--- src/rtl/ula_gray_pkg.sv ---
`default_nettype none
// ============================================================================
// Module   : ula_gray_pkg
// Purpose  : Shared state encoding, size defaults and Gray helpers.
// Revision : 1.0 - initial release
// ============================================================================
package ula_gray_pkg;

    localparam int W_DEFAULT  = 8;
    localparam int PW_DEFAULT = 2;

    typedef enum logic [1:0] {
        ST_IDLE = 2'd0,
        ST_ARM  = 2'd1,
        ST_RUN  = 2'd2
    } state_t;

    // Operates on 32 bits so any W up to 32 can share one helper.
    function automatic logic [31:0] bin2gray(input logic [31:0] b);
        return b ^ (b >> 1);
    endfunction

endpackage
`default_nettype wire

--- src/rtl/gray_step.sv ---
`default_nettype none
// ============================================================================
// Module   : gray_step
// Purpose  : Combinational next-Gray-value logic; passes q through when idle.
// Revision : 1.0 - initial release
// ============================================================================
module gray_step
    import ula_gray_pkg::*;
#(
    parameter int W = W_DEFAULT
) (
    input  logic [W-1:0] q,
    input  logic         en,
    output logic [W-1:0] q_next
);

    logic [W-1:0] w_bin;
    logic [W-1:0] w_inc;

    // Binary bit i is the XOR of all Gray bits at or above i.
    always_comb begin
        w_bin = '0;
        for (int i = 0; i < W; i++) begin
            w_bin[i] = ^(q >> i);
        end
    end

    assign w_inc  = w_bin + 1'b1;
    assign q_next = en ? W'(bin2gray(32'(w_inc))) : q;

endmodule
`default_nettype wire

--- src/rtl/gray_run_ctrl.sv ---
`default_nettype none
// ============================================================================
// Module   : gray_run_ctrl
// Purpose  : Prescaled Gray counter run controller (one-shot / free-run).
// Revision : 1.0 - initial release
// ============================================================================
module gray_run_ctrl
    import ula_gray_pkg::*;
#(
    parameter int W  = W_DEFAULT,
    parameter int PW = PW_DEFAULT
) (
    input  logic          clk,
    input  logic          rst,
    input  logic          start,
    input  logic          stop,
    input  logic          mode,
    input  logic [PW-1:0] presc,
    input  logic [W-1:0]  term,
    output logic [W-1:0]  q,
    output logic          busy,
    output logic          done,
    output logic          wrap
);

    localparam logic [W-1:0] c_MAX_GRAY = W'(1) << (W - 1);

    state_t        r_state, w_state_nxt;
    logic [W-1:0]  r_q, w_q_nxt, w_q_step;
    logic [PW-1:0] r_pc, w_pc_nxt;
    logic          r_mode, w_mode_nxt;
    logic [PW-1:0] r_presc, w_presc_nxt;
    logic [W-1:0]  r_term, w_term_nxt;
    logic          r_done, w_done_nxt;
    logic          r_wrap, w_wrap_nxt;
    logic          w_step;

    // A step is suppressed when stop coincides with it.
    assign w_step = (r_state == ST_RUN) && !stop && (r_pc == r_presc);

    gray_step #(.W(W)) u_step (
        .q      (r_q),
        .en     (w_step),
        .q_next (w_q_step)
    );

    always_comb begin
        w_state_nxt = r_state;
        w_q_nxt     = r_q;
        w_pc_nxt    = r_pc;
        w_mode_nxt  = r_mode;
        w_presc_nxt = r_presc;
        w_term_nxt  = r_term;
        w_done_nxt  = 1'b0;
        w_wrap_nxt  = 1'b0;
        case (r_state)
            ST_IDLE: begin
                if (start) begin
                    w_state_nxt = ST_ARM;
                    w_q_nxt     = '0;
                    w_pc_nxt    = '0;
                    w_mode_nxt  = mode;
                    w_presc_nxt = presc;
                    w_term_nxt  = term;
                end
            end
            ST_ARM: begin
                // Config is captured again here so the ARM cycle values win.
                w_mode_nxt  = mode;
                w_presc_nxt = presc;
                w_term_nxt  = term;
                w_state_nxt = stop ? ST_IDLE : ST_RUN;
            end
            ST_RUN: begin
                if (stop) begin
                    w_state_nxt = ST_IDLE;
                end else if (w_step) begin
                    w_q_nxt    = w_q_step;
                    w_pc_nxt   = '0;
                    w_done_nxt = (w_q_step == r_term);
                    w_wrap_nxt = (r_q == c_MAX_GRAY);
                    if ((w_q_step == r_term) && !r_mode) begin
                        w_state_nxt = ST_IDLE;
                    end
                end else begin
                    w_pc_nxt = r_pc + 1'b1;
                end
            end
            default: w_state_nxt = ST_IDLE;
        endcase
    end

    always_ff @(posedge clk) begin
        if (rst) begin
            r_state <= ST_IDLE;
            r_q     <= '0;
            r_pc    <= '0;
            r_mode  <= 1'b0;
            r_presc <= '0;
            r_term  <= '0;
            r_done  <= 1'b0;
            r_wrap  <= 1'b0;
        end else begin
            r_state <= w_state_nxt;
            r_q     <= w_q_nxt;
            r_pc    <= w_pc_nxt;
            r_mode  <= w_mode_nxt;
            r_presc <= w_presc_nxt;
            r_term  <= w_term_nxt;
            r_done  <= w_done_nxt;
            r_wrap  <= w_wrap_nxt;
        end
    end

    assign q    = r_q;
    assign busy = (r_state != ST_IDLE);
    assign done = r_done;
    assign wrap = r_wrap;

endmodule
`default_nettype wire

--- config.mk ---
export PLATFORM = sky130hd
export DESIGN_NAME = gray_run_ctrl
export DESIGN_NICKNAME = d
export VERILOG_FILES = /design/src/rtl/ula_gray_pkg.sv /design/src/rtl/gray_step.sv /design/src/rtl/gray_run_ctrl.sv
export SDC_FILE = /design/constraint.sdc
export NUM_CORES = 1
export LEC_CHECK = 0
export CORE_MARGIN = 4
export CORE_UTILIZATION = 51
export CTS_BUF_LIST = sky130_fd_sc_hd__clkbuf_8
export DETAILED_ROUTE_END_ITERATION = 8
export PLACE_DENSITY = 0.81
export RECOVER_POWER = 50
export SETUP_SLACK_MARGIN = 0.15
export SLEW_MARGIN = 10
export SYNTH_ARGS = -nofsm -noshare
export SYNTH_HDL_FRONTEND = slang
export SYNTH_SLANG_ARGS = --single-unit
--- constraint.sdc ---
create_clock -name clk -period 3.72 [get_ports clk]
set_clock_uncertainty 0.15 [all_clocks]
set_input_delay 0.93 -clock clk [delete_from_list [all_inputs] [get_ports clk]]
set_output_delay 0.93 -clock clk [all_outputs]
set_load 0.02 [all_outputs]
==> results of run 1 <==
[logic make-up after synthesis]
logic type      synth area share [%]
simple gates                    23.7
compound gates                  15.8
xor+xnor                        20.8
buf+inv                         7.97
flops                           25.9
mux                             2.59
fa+ha+maj                       3.24
[through the flow]
stage          setup slack [ps]  cell area, um^2  hold slack [ps]  power [W]  instances
5_1_grt                     140             2290              345   0.000568        311
2_1_floorplan               155             1950              287   0.000356        243
4_1_cts                     164             2260              323   0.000541        309
6_report                    312             2290              323   0.000541        311
3_5_place_dp                103             2210              311   0.000389        305
3_3_place_gp                260             2210              301   0.000386        305
[cell usage in the layout (no fill, tap or decap), types with 9 or more instances in the layout]
cell type        count
a21oi_1             24
nor2_1              18
xnor2_1             17
xor2_1               9
nand2_1             30
clkdlybuf4s50_1     19
dfxtp_1             19
inv_1               12
buf_4                9
nand3_1             10
[worst reg2reg max path, stage by stage (launching register included)]
cell	delay, ps
dfxtp_2	440
xnor3_2	510
xnor2_4	180
xnor2_2	200
ha_2	280
or4_1	570
a32oi_2	260
a31oi_1	140
xor2_1	190
nand3b_1	160
and4bb_1	260
[flip-flops by register name, summed over array words and instances, names as in the netlist]
| register | count |
|---|---|
| done | 1 |
| q | 8 |
| r_mode | 1 |
| r_pc | 2 |
| r_presc | 2 |
| r_state | 2 |
| r_term | 8 |
| wrap | 1 |
[repair_timing]
action                     CTS  global route
setup buffers                0             2
pin swaps                    0             1
gates resized for setup      1             5
setup endpoints to repair    2             2
[final cells by class]
type                    instances  area, um^2
clock buffers                   3        41.3
clock inverters                 1        3.75
fillers                       310        1370
inverters                      12        45.0
multi-input cells             187        1310
flip-flops and latches         25         508
well taps                      48        60.1
repair buffers                 35         322
[layer usage]
layer	track usage, %	vias to the layer above	wire, um
met1	26.0	834	2020
met2	31.6	71	2290
met3	2.61	15	304
met4	6.72	0	133
met5	0	-	0
li1	-	879	-
[power breakdown]
| part | switching (W) | internal, W |
|---|---|---|
| Sequential | 0.0000118 | 0.000278 |
| Combinational | 0.0000472 | 0.0000460 |
| Clock | 0.0000835 | 0.0000739 |
| Total | 0.000142 | 0.000398 |
[how the worst max path moves through the flow]
stage                                 start         endpoint  slack (ps)  depth (start not counted)
after global routing      q[2]$_SDFFE_PP0P_  done$_SDFF_PP0_         140                         11
final                     q[7]$_SDFFE_PP0P_  done$_SDFF_PP0_         310                         10
after detailed placement  q[7]$_SDFFE_PP0P_  done$_SDFF_PP0_         100                         10
after CTS                 q[6]$_SDFFE_PP0P_  done$_SDFF_PP0_         160                         11
after global placement    q[7]$_SDFFE_PP0P_  done$_SDFF_PP0_         260                         10
after floorplan           q[6]$_SDFFE_PP0P_  done$_SDFF_PP0_         150                         13
==> qor.csv, run 1 <==
metric,value,unit
CP max FO,8,
largest stage delay on the critical path,570,ps
share of layout cells above drive strength 1,13.7,%
largest net degree at the start of global routing,23,
Tmin final,3410,ps
final slew viol count,0,
period utilisation layout,91.6,%
P&R area growth vs syn,18.8,%
"Distinct cells, synth",45,
Critical Path AT,3470,ps
reg2reg end,done$_SDFF_PP0_,
vias in the first global route,1604,
CTS tree,done,
"EDFF count, synth",0,
post-synthesis sequential area ratio,25.9,%
via count,1799,
CTS Sinks,25,
# rows,22,
CP Class,flop to flop,
status,"complete, no violations",
RSZ-0062 raised after global routing,no,
Synth top cells by count,"nand2_1 (30), dfxtp_1 (25), a21oi_1 (24)",
initial DRC count,174,
syn nets,263,
clock slew at reported path FFs,80,ps
VDD IR-drop max,268,uV
min-delay src,r_term[1]$_SDFFE_PP0P_,
GRT Residual Overflow,0,
Post-route DRC,0,
Die W,69.5,um
IO buf count,25,
number of diodes,0,
"Clk Latency, worst-skew pair",270,ps
DRT Pass-1 Iters,5,
Worst Hold End,r_term[1]$_SDFFE_PP0P_,
Core ar.,3660,um^2
R2R depth,10,
dpl hpwl,3.60,mm
Critical path buffers and inverters,0,
Post-synth ARST share,0,%
Yosys reg bits,25,
cell area after synthesis,1930,um^2
Critical Path Source Type,flop,
YS warnings,0,
global-route wire length before repair,7.69,mm
Power Dens Cells,236,nW/um^2
number of hold buffers added after CTS,0,
max_slew headroom,55.4,%
Synth top area share,25.9,%
crit-path cells,xnor3_2 -> xnor2_4 -> xnor2_2 -> ha_2 -> or4_1 -> a32oi_2 -> a31oi_1 -> xor2_1 -> nand3b_1 -> and4bb_1,
syn avg cell area,7.94,um^2
Clk Tree Root Cell,clkbuf_8,
r2r setup slk,310,ps
Initial Util,52.7,%
CTS Buffer Depth,2,
Nets,284,
post-route antenna net violation count,0,
worst hold stages,2,
Static Leak,0.857,nW
Max-cap violations,0,
Total Routing Usage GR,19.3,%
Post-Syn Instances,243,
initial antenna violation count,0,
Finish-stage setup viols,0,
clock buffer count from CTS,3,
r2r startpoint,q[7]$_SDFFE_PP0P_,
"Slowest-stage cell, CP",or4_1,
largest area contributor in the netlist,dfxtp_1,
ys flop type,dfxtp_1,
most common cell in the netlist,nand2_1,
drt wl/cell,15.3,um
worst slew pin tran,666,ps
H-tree levels,1,
crit end category,flop,
final setup TNS,0,ps
I/O Pins,26,
"CP delay by family, top",XOR/XNOR gates,
full die area,4830,um^2
Chip Height,69.5,um
achievable frequency,0.293,GHz
Final Util,62.6,%
Final Hold Viols,0,
worst hold path class,flop to flop,
Synth area leaders,"dfxtp_1 (26%), xnor2_1 (7.7%), a21oi_1 (6.2%)",
critical path required time,3790,ps
Vias/cell,5.78,
WL final,4.75,mm
routability cong.,0.921,
No activity file was read; power rests on OpenSTA's default activity.
==> run 2: changes to the inputs <==
Settings changed: ABC_CLOCK_PERIOD_IN_PS set to 3720.
==> results of run 2 <==
No change in the layout: final DEF, timing and power equal those of run 1.
==> patch 1: new RTL, config.mk and constraints of run 2 <==
Encoding of `state_t`: now one-hot (3 bits for 3 states).
--- a/src/rtl/ula_gray_pkg.sv
+++ b/src/rtl/ula_gray_pkg.sv
@@ -11,6 +11,6 @@
 
-    typedef enum logic [1:0] {
-        ST_IDLE = 2'd0,
-        ST_ARM  = 2'd1,
-        ST_RUN  = 2'd2
+    typedef enum logic [2:0] {
+        ST_IDLE = 3'b001,
+        ST_ARM  = 3'b010,
+        ST_RUN  = 3'b100
     } state_t;
Behaviour: same outputs for any inputs over 10 cycles, from zero or initial values and one cycle with rst high; not proved beyond that.
==> patch 1 against run 2 <==
Design area is 18% higher; area after synthesis grew 10%; via count grew 14%; setup slack worse by 0.016 ns; critical path depth rose by 2; sequential cell count up 1; critical endpoint is now r_state[2]; wire length is 17% higher; total power grew 20%.
==> patch 1: results (changes against run 2) <==
Run status
  – Status: completed (unchanged)

Setup path
  – R2R Path End: r_state[2] (was done)
  – Signal arrival time at the worst endpoint: 3.45 ns (was 3.47 ns)
  – Crit-path max FO: 7 (was 8)
  – Reg2Reg Setup Slack: 0.30 ns (was 0.31 ns)
  – Worst Reg-to-Reg Cells: 12 (was 10)

STA
  – Max_slew headroom: 60.5% (was 55.4%)
  – Max Clk Rate: 292 MHz (was 293 MHz)

Detailed routing
  – Detailed Route WL: 5570 um (was 4750 um)
  – Wire length on met3: 289 um (was 304 um)
  – Initial DRC Count: 182 (was 174)
  – Wl on met1: 2520 um (was 2020 um)
  – Routed length on met2: 2620 um (was 2290 um)
  – Drt pass-1 iters: 4 (was 5)

Power and ir drop
  – Static Leakage: 1.10 nW (was 0.857 nW)
  – Internal Pwr Total: 0.489 mW (was 0.398 mW)
  – Combinational Power Share: 17.7% (was 17.2%)
  – Seq. pwr: 0.300 mW (was 0.290 mW)

GRT
  – GRT Overall Usage: 21.8% (was 19.3%)
  – Met1 Usage GRT: 29.2% (was 26.0%)

Final layout
  – Fin nets: 316 (was 284)
  – Fillers: 333 (was 310)
  – Layout cells sized above 1: 19.3% (was 13.7%)

Place
  – Post-DP HPWL: 4110 um (was 3600 um)
  – Pre-CTS setup slack: -0.0509 ns (was 0.103 ns)

Logic synthesis
  – Yosys cell types: 58 (was 45)
  – Mapped Nets: 281 (was 263)
  – Post-synth top cells: nor2_1 (37), dfxtp_1 (26), inv_1 (15), mux2i_1 (15), a21oi_1 (14) (was nand2_1 (30), dfxtp_1 (25), a21oi_1 (24))
[patch 1: cell types whose count changed after synthesis, moves of 6 or more]
| cell | change |
|---|---|
| nor2_1 | +19 |
| xnor2_1 | -6 |
| nand2_1 | -17 |
| a21oi_1 | -10 |
| mux2i_1 | +10 |
[patch 1: stage by stage]
step                hold WS [ns]  total power [mW]  area (sq um)  instances  TNS, ns
detailed placement         0.352             0.420          2550        339  -0.0675
global route               0.405             0.682          2710        345        0
global placement           0.332             0.416          2550        339  -0.0118
finish                     0.370             0.651          2710        345        0
CTS                        0.371             0.655          2650        343        0
floorplan                  0.312             0.378          2210        261        0
[patch 1: kinds of logic (layout without fill, tap and decap cells)]
family / count (synthesis) / in the layout / share of synthesized area (%)
buffers and inverters: 33 / 67 / 7.11
XOR/XNOR: 28 / 28 / 15.5
AND/OR/NAND/NOR: 100 / 100 / 24.7
multiplexers: 15 / 15 / 7.05
adder cells (fa/ha/maj): 5 / 5 / 2.94
AO/OA/AOI/OAI: 54 / 54 / 18.3
flip-flops: 26 / 26 / 24.5
[patch 1: final cells by class]
cell class                 instances  share of cell area [%]
multi-input combinational        202                    57.6
clock buffer                       3                    1.53
clock inverter                     1                    1.11
sequential                        26                    19.7
tap                               50                    2.31
inverter                          15                    2.17
timing repair buffer              48                    15.6
[patch 1: timing repair]
action                                  in CTS  in global routing
endpoints found under the setup margin       2                  3
setup buffers                                0                  2
pin swaps                                    0                  8
gates resized for setup                      3                 11
[patch 1: worst max-delay path, cell delays in order, from the launching register on]
cell and delay [ns]:
dfxtp_2 0.33, inv_1 0.08, ha_4 0.28, xor3_2 0.45
xnor2_2 0.17, ha_4 0.21, nand2b_4 0.08, a211o_1 0.16
mux2i_1 0.09, or4_4 0.54, xor2_1 0.22, a2111o_1 0.39
o21a_1 0.18
==> patch 2: new RTL, settings of run 2 <==
Without the edit above. `W_DEFAULT`: 8 -> 9.
--- a/src/rtl/ula_gray_pkg.sv
+++ b/src/rtl/ula_gray_pkg.sv
@@ -8,3 +8,3 @@
 
-    localparam int W_DEFAULT  = 8;
+    localparam int W_DEFAULT  = 9;
     localparam int PW_DEFAULT = 2;
Ports: changed (resized q and term); port bits go from 26 to 28. The function was not compared with the original's and may differ.
==> patch 2 against run 2 <==
Global-route usage increased by 0.47 points; setup slack worse by 0.029 ns; non-clock buffer count rose by 8; via count grew 3.7%; total power up 3.9%; fmax down 0.85%; sequential cell count grew 2; design area increased by 12%; die area is 8.8% higher; first-iteration DRC count is 21% lower; wire length rose by 5.1%; area after synthesis is 9.9% higher; critical path type unchanged; critical endpoint is now r_state[1]; largest cell class unchanged.
==> patch 2: results (changes against run 2) <==
Logic synthesis
  – Gate Count Post-Synth: 252 (was 243)
  – Ys flop type: dfxtp_1 (unchanged)
  – Mapped Nets: 273 (was 263)
  – Yosys cell types: 59 (was 45)
  – Sequential area share after synthesis: 25.5% (was 25.9%)
  – Asr flop ratio synth: 0% (unchanged)
  – Warnings from Yosys: 0 (unchanged)
  – Top cells by area, synth: dfxtp_1 (25%), xnor2_1 (7.0%), nand2_1 (5.8%) (was dfxtp_1 (26%), xnor2_1 (7.7%), a21oi_1 (6.2%))
  – Post-synth top cells: nand2_1 (33), dfxtp_1 (27), a21oi_1 (21), nor2_1 (21), xnor2_1 (17) (was nand2_1 (30), dfxtp_1 (25), a21oi_1 (24))

CTS
  – Root Driver: clkbuf_8 (unchanged)
  – H-Tree Depth: 1 (unchanged)
  – Clk_lat worst skew: 0.27 ns (about the same)
  – Clk slew on worst S/H paths: 0.09 ns
  – CTS Buf Count: 3 (unchanged)
  – Longest Clk Path Bufs: 2 (unchanged)

Setup path
  – Signal arrival time at the worst endpoint: 3.47 ns (about the same)
  – Worst Reg-to-Reg Cells: 14 (was 10)
  – Crit-path max FO: 6 (was 8)

Place
  – Post-DP HPWL: 3820 um (was 3600 um)
  – Final GP Congestion: 0.967 (was 0.921)
  – Pre-CTS setup slack: 0.199 ns (was 0.103 ns)
  – Input/output buffers: 27 (was 25)

Detailed routing
  – Initial DRC Count: 138 (was 174)
  – Via total after detailed routing: 1866 (was 1799)
  – Drt pass-1 iters: 4 (was 5)
  – Wirelength per Cell: 15.1 um (was 15.3 um)

GRT
  – Vias in the first global route: 1760 (was 1604)
  – GRT Overall Usage: 19.8% (was 19.3%)
  – Global route overflow: 0 (unchanged)
  – Initial antenna violation count: 0 (unchanged)
  – First-pass GRT wire length: 8240 um (was 7690 um)
  – Largest net degree at the start of global routing: 18 (was 23)

Final layout
  – Antenna diodes: 0 (unchanged)
  – Layout cells sized above 1: 17.8% (was 13.7%)
  – Fin nets: 303 (was 284)
  – Fin cells: 331 (was 311)

Power and ir drop
  – Static Leakage: 0.994 nW (was 0.857 nW)
  – Max IR drop VDD: 0.204 mV (was 0.268 mV)

Min path
  – Min-Delay Path Depth: 2 (unchanged)
  – Hold Path Class: reg2reg (unchanged)

Run status
  – Status: completed (unchanged)

STA
  – Worst slew pin tran: 0.741 ns (was 0.666 ns)
## patch 2: power breakdown
part,switching [mW],total [mW],internal (mW)
Sequential,0.0108,0.309,0.298
Combinational,0.0441,0.0870,0.0429
Clock,0.0910,0.166,0.0751
## patch 2: kinds of logic after synthesis
group / after synthesis / synth area share (%)
compound gates: 53 / 16.5
fa+ha+maj: 5 / 2.95
flops: 27 / 25.5
xor+xnor: 40 / 23.9
mux: 4 / 2.18
simple gates: 90 / 21.8
buf+inv: 33 / 7.31
## patch 2: critical path: stages, from the launching register on
cell and delay [ns]:
dfxtp_4 0.39, inv_1 0.05, ha_1 0.33, xnor3_2 0.46
xor2_4 0.19, xnor2_1 0.16, ha_2 0.22, buf_4 0.14
mux2i_1 0.21, nand3_1 0.12, a21oi_2 0.22, mux2i_1 0.13
nor4_2 0.30, nand4_1 0.11, and3_1 0.17
## patch 2: layer usage
metal | up-vias | share of wire, % | GRT usage (%)
met4 | 0 | 1.0 | 4.51
met2 | 37 | 47 | 30.9
met5 | - | 0 | 0
li1 | 936 | - | -
met3 | 6 | 4.1 | 3.88
met1 | 887 | 48 | 28.2
## patch 2: layout make-up
class                           count  area [sq um]
Tap cell                           50          62.6
Sequential cell                    27           553
Fill cell                         323          1430
Clock inverter                      1          5.00
Inverter                           15          56.3
Multi-Input combinational cell    192          1470
Timing Repair Buffer               43           387
Clock buffer                        3          41.3
## patch 2: worst paths after layout
check / start / to / slack (ns)
worst max-delay path: q[3] / r_state[1] / 0.28
worst min-delay path: r_term[2] / r_term[2] / 0.32
worst max register to register: q[3] / r_state[1] / 0.28
worst min register to register: r_term[2] / r_term[2] / 0.32
## patch 2: per-stage QoR
| stage | hold slack [ns] | total power [mW] | area [sq um] |
|---|---|---|---|
| 6_report | 0.325 | 0.562 | 2570 |
| 4_1_cts | 0.326 | 0.568 | 2510 |
| 5_1_grt | 0.347 | 0.584 | 2570 |
| 3_3_place_gp | 0.304 | 0.403 | 2460 |
| 3_5_place_dp | 0.311 | 0.404 | 2460 |
| 2_1_floorplan | 0.283 | 0.371 | 2130 |
## patch 2: timing repair
action | in CTS | in global routing
gates resized for setup | 0 | 14
endpoints found under the setup margin | 0 | 2
setup buffers | 0 | 2
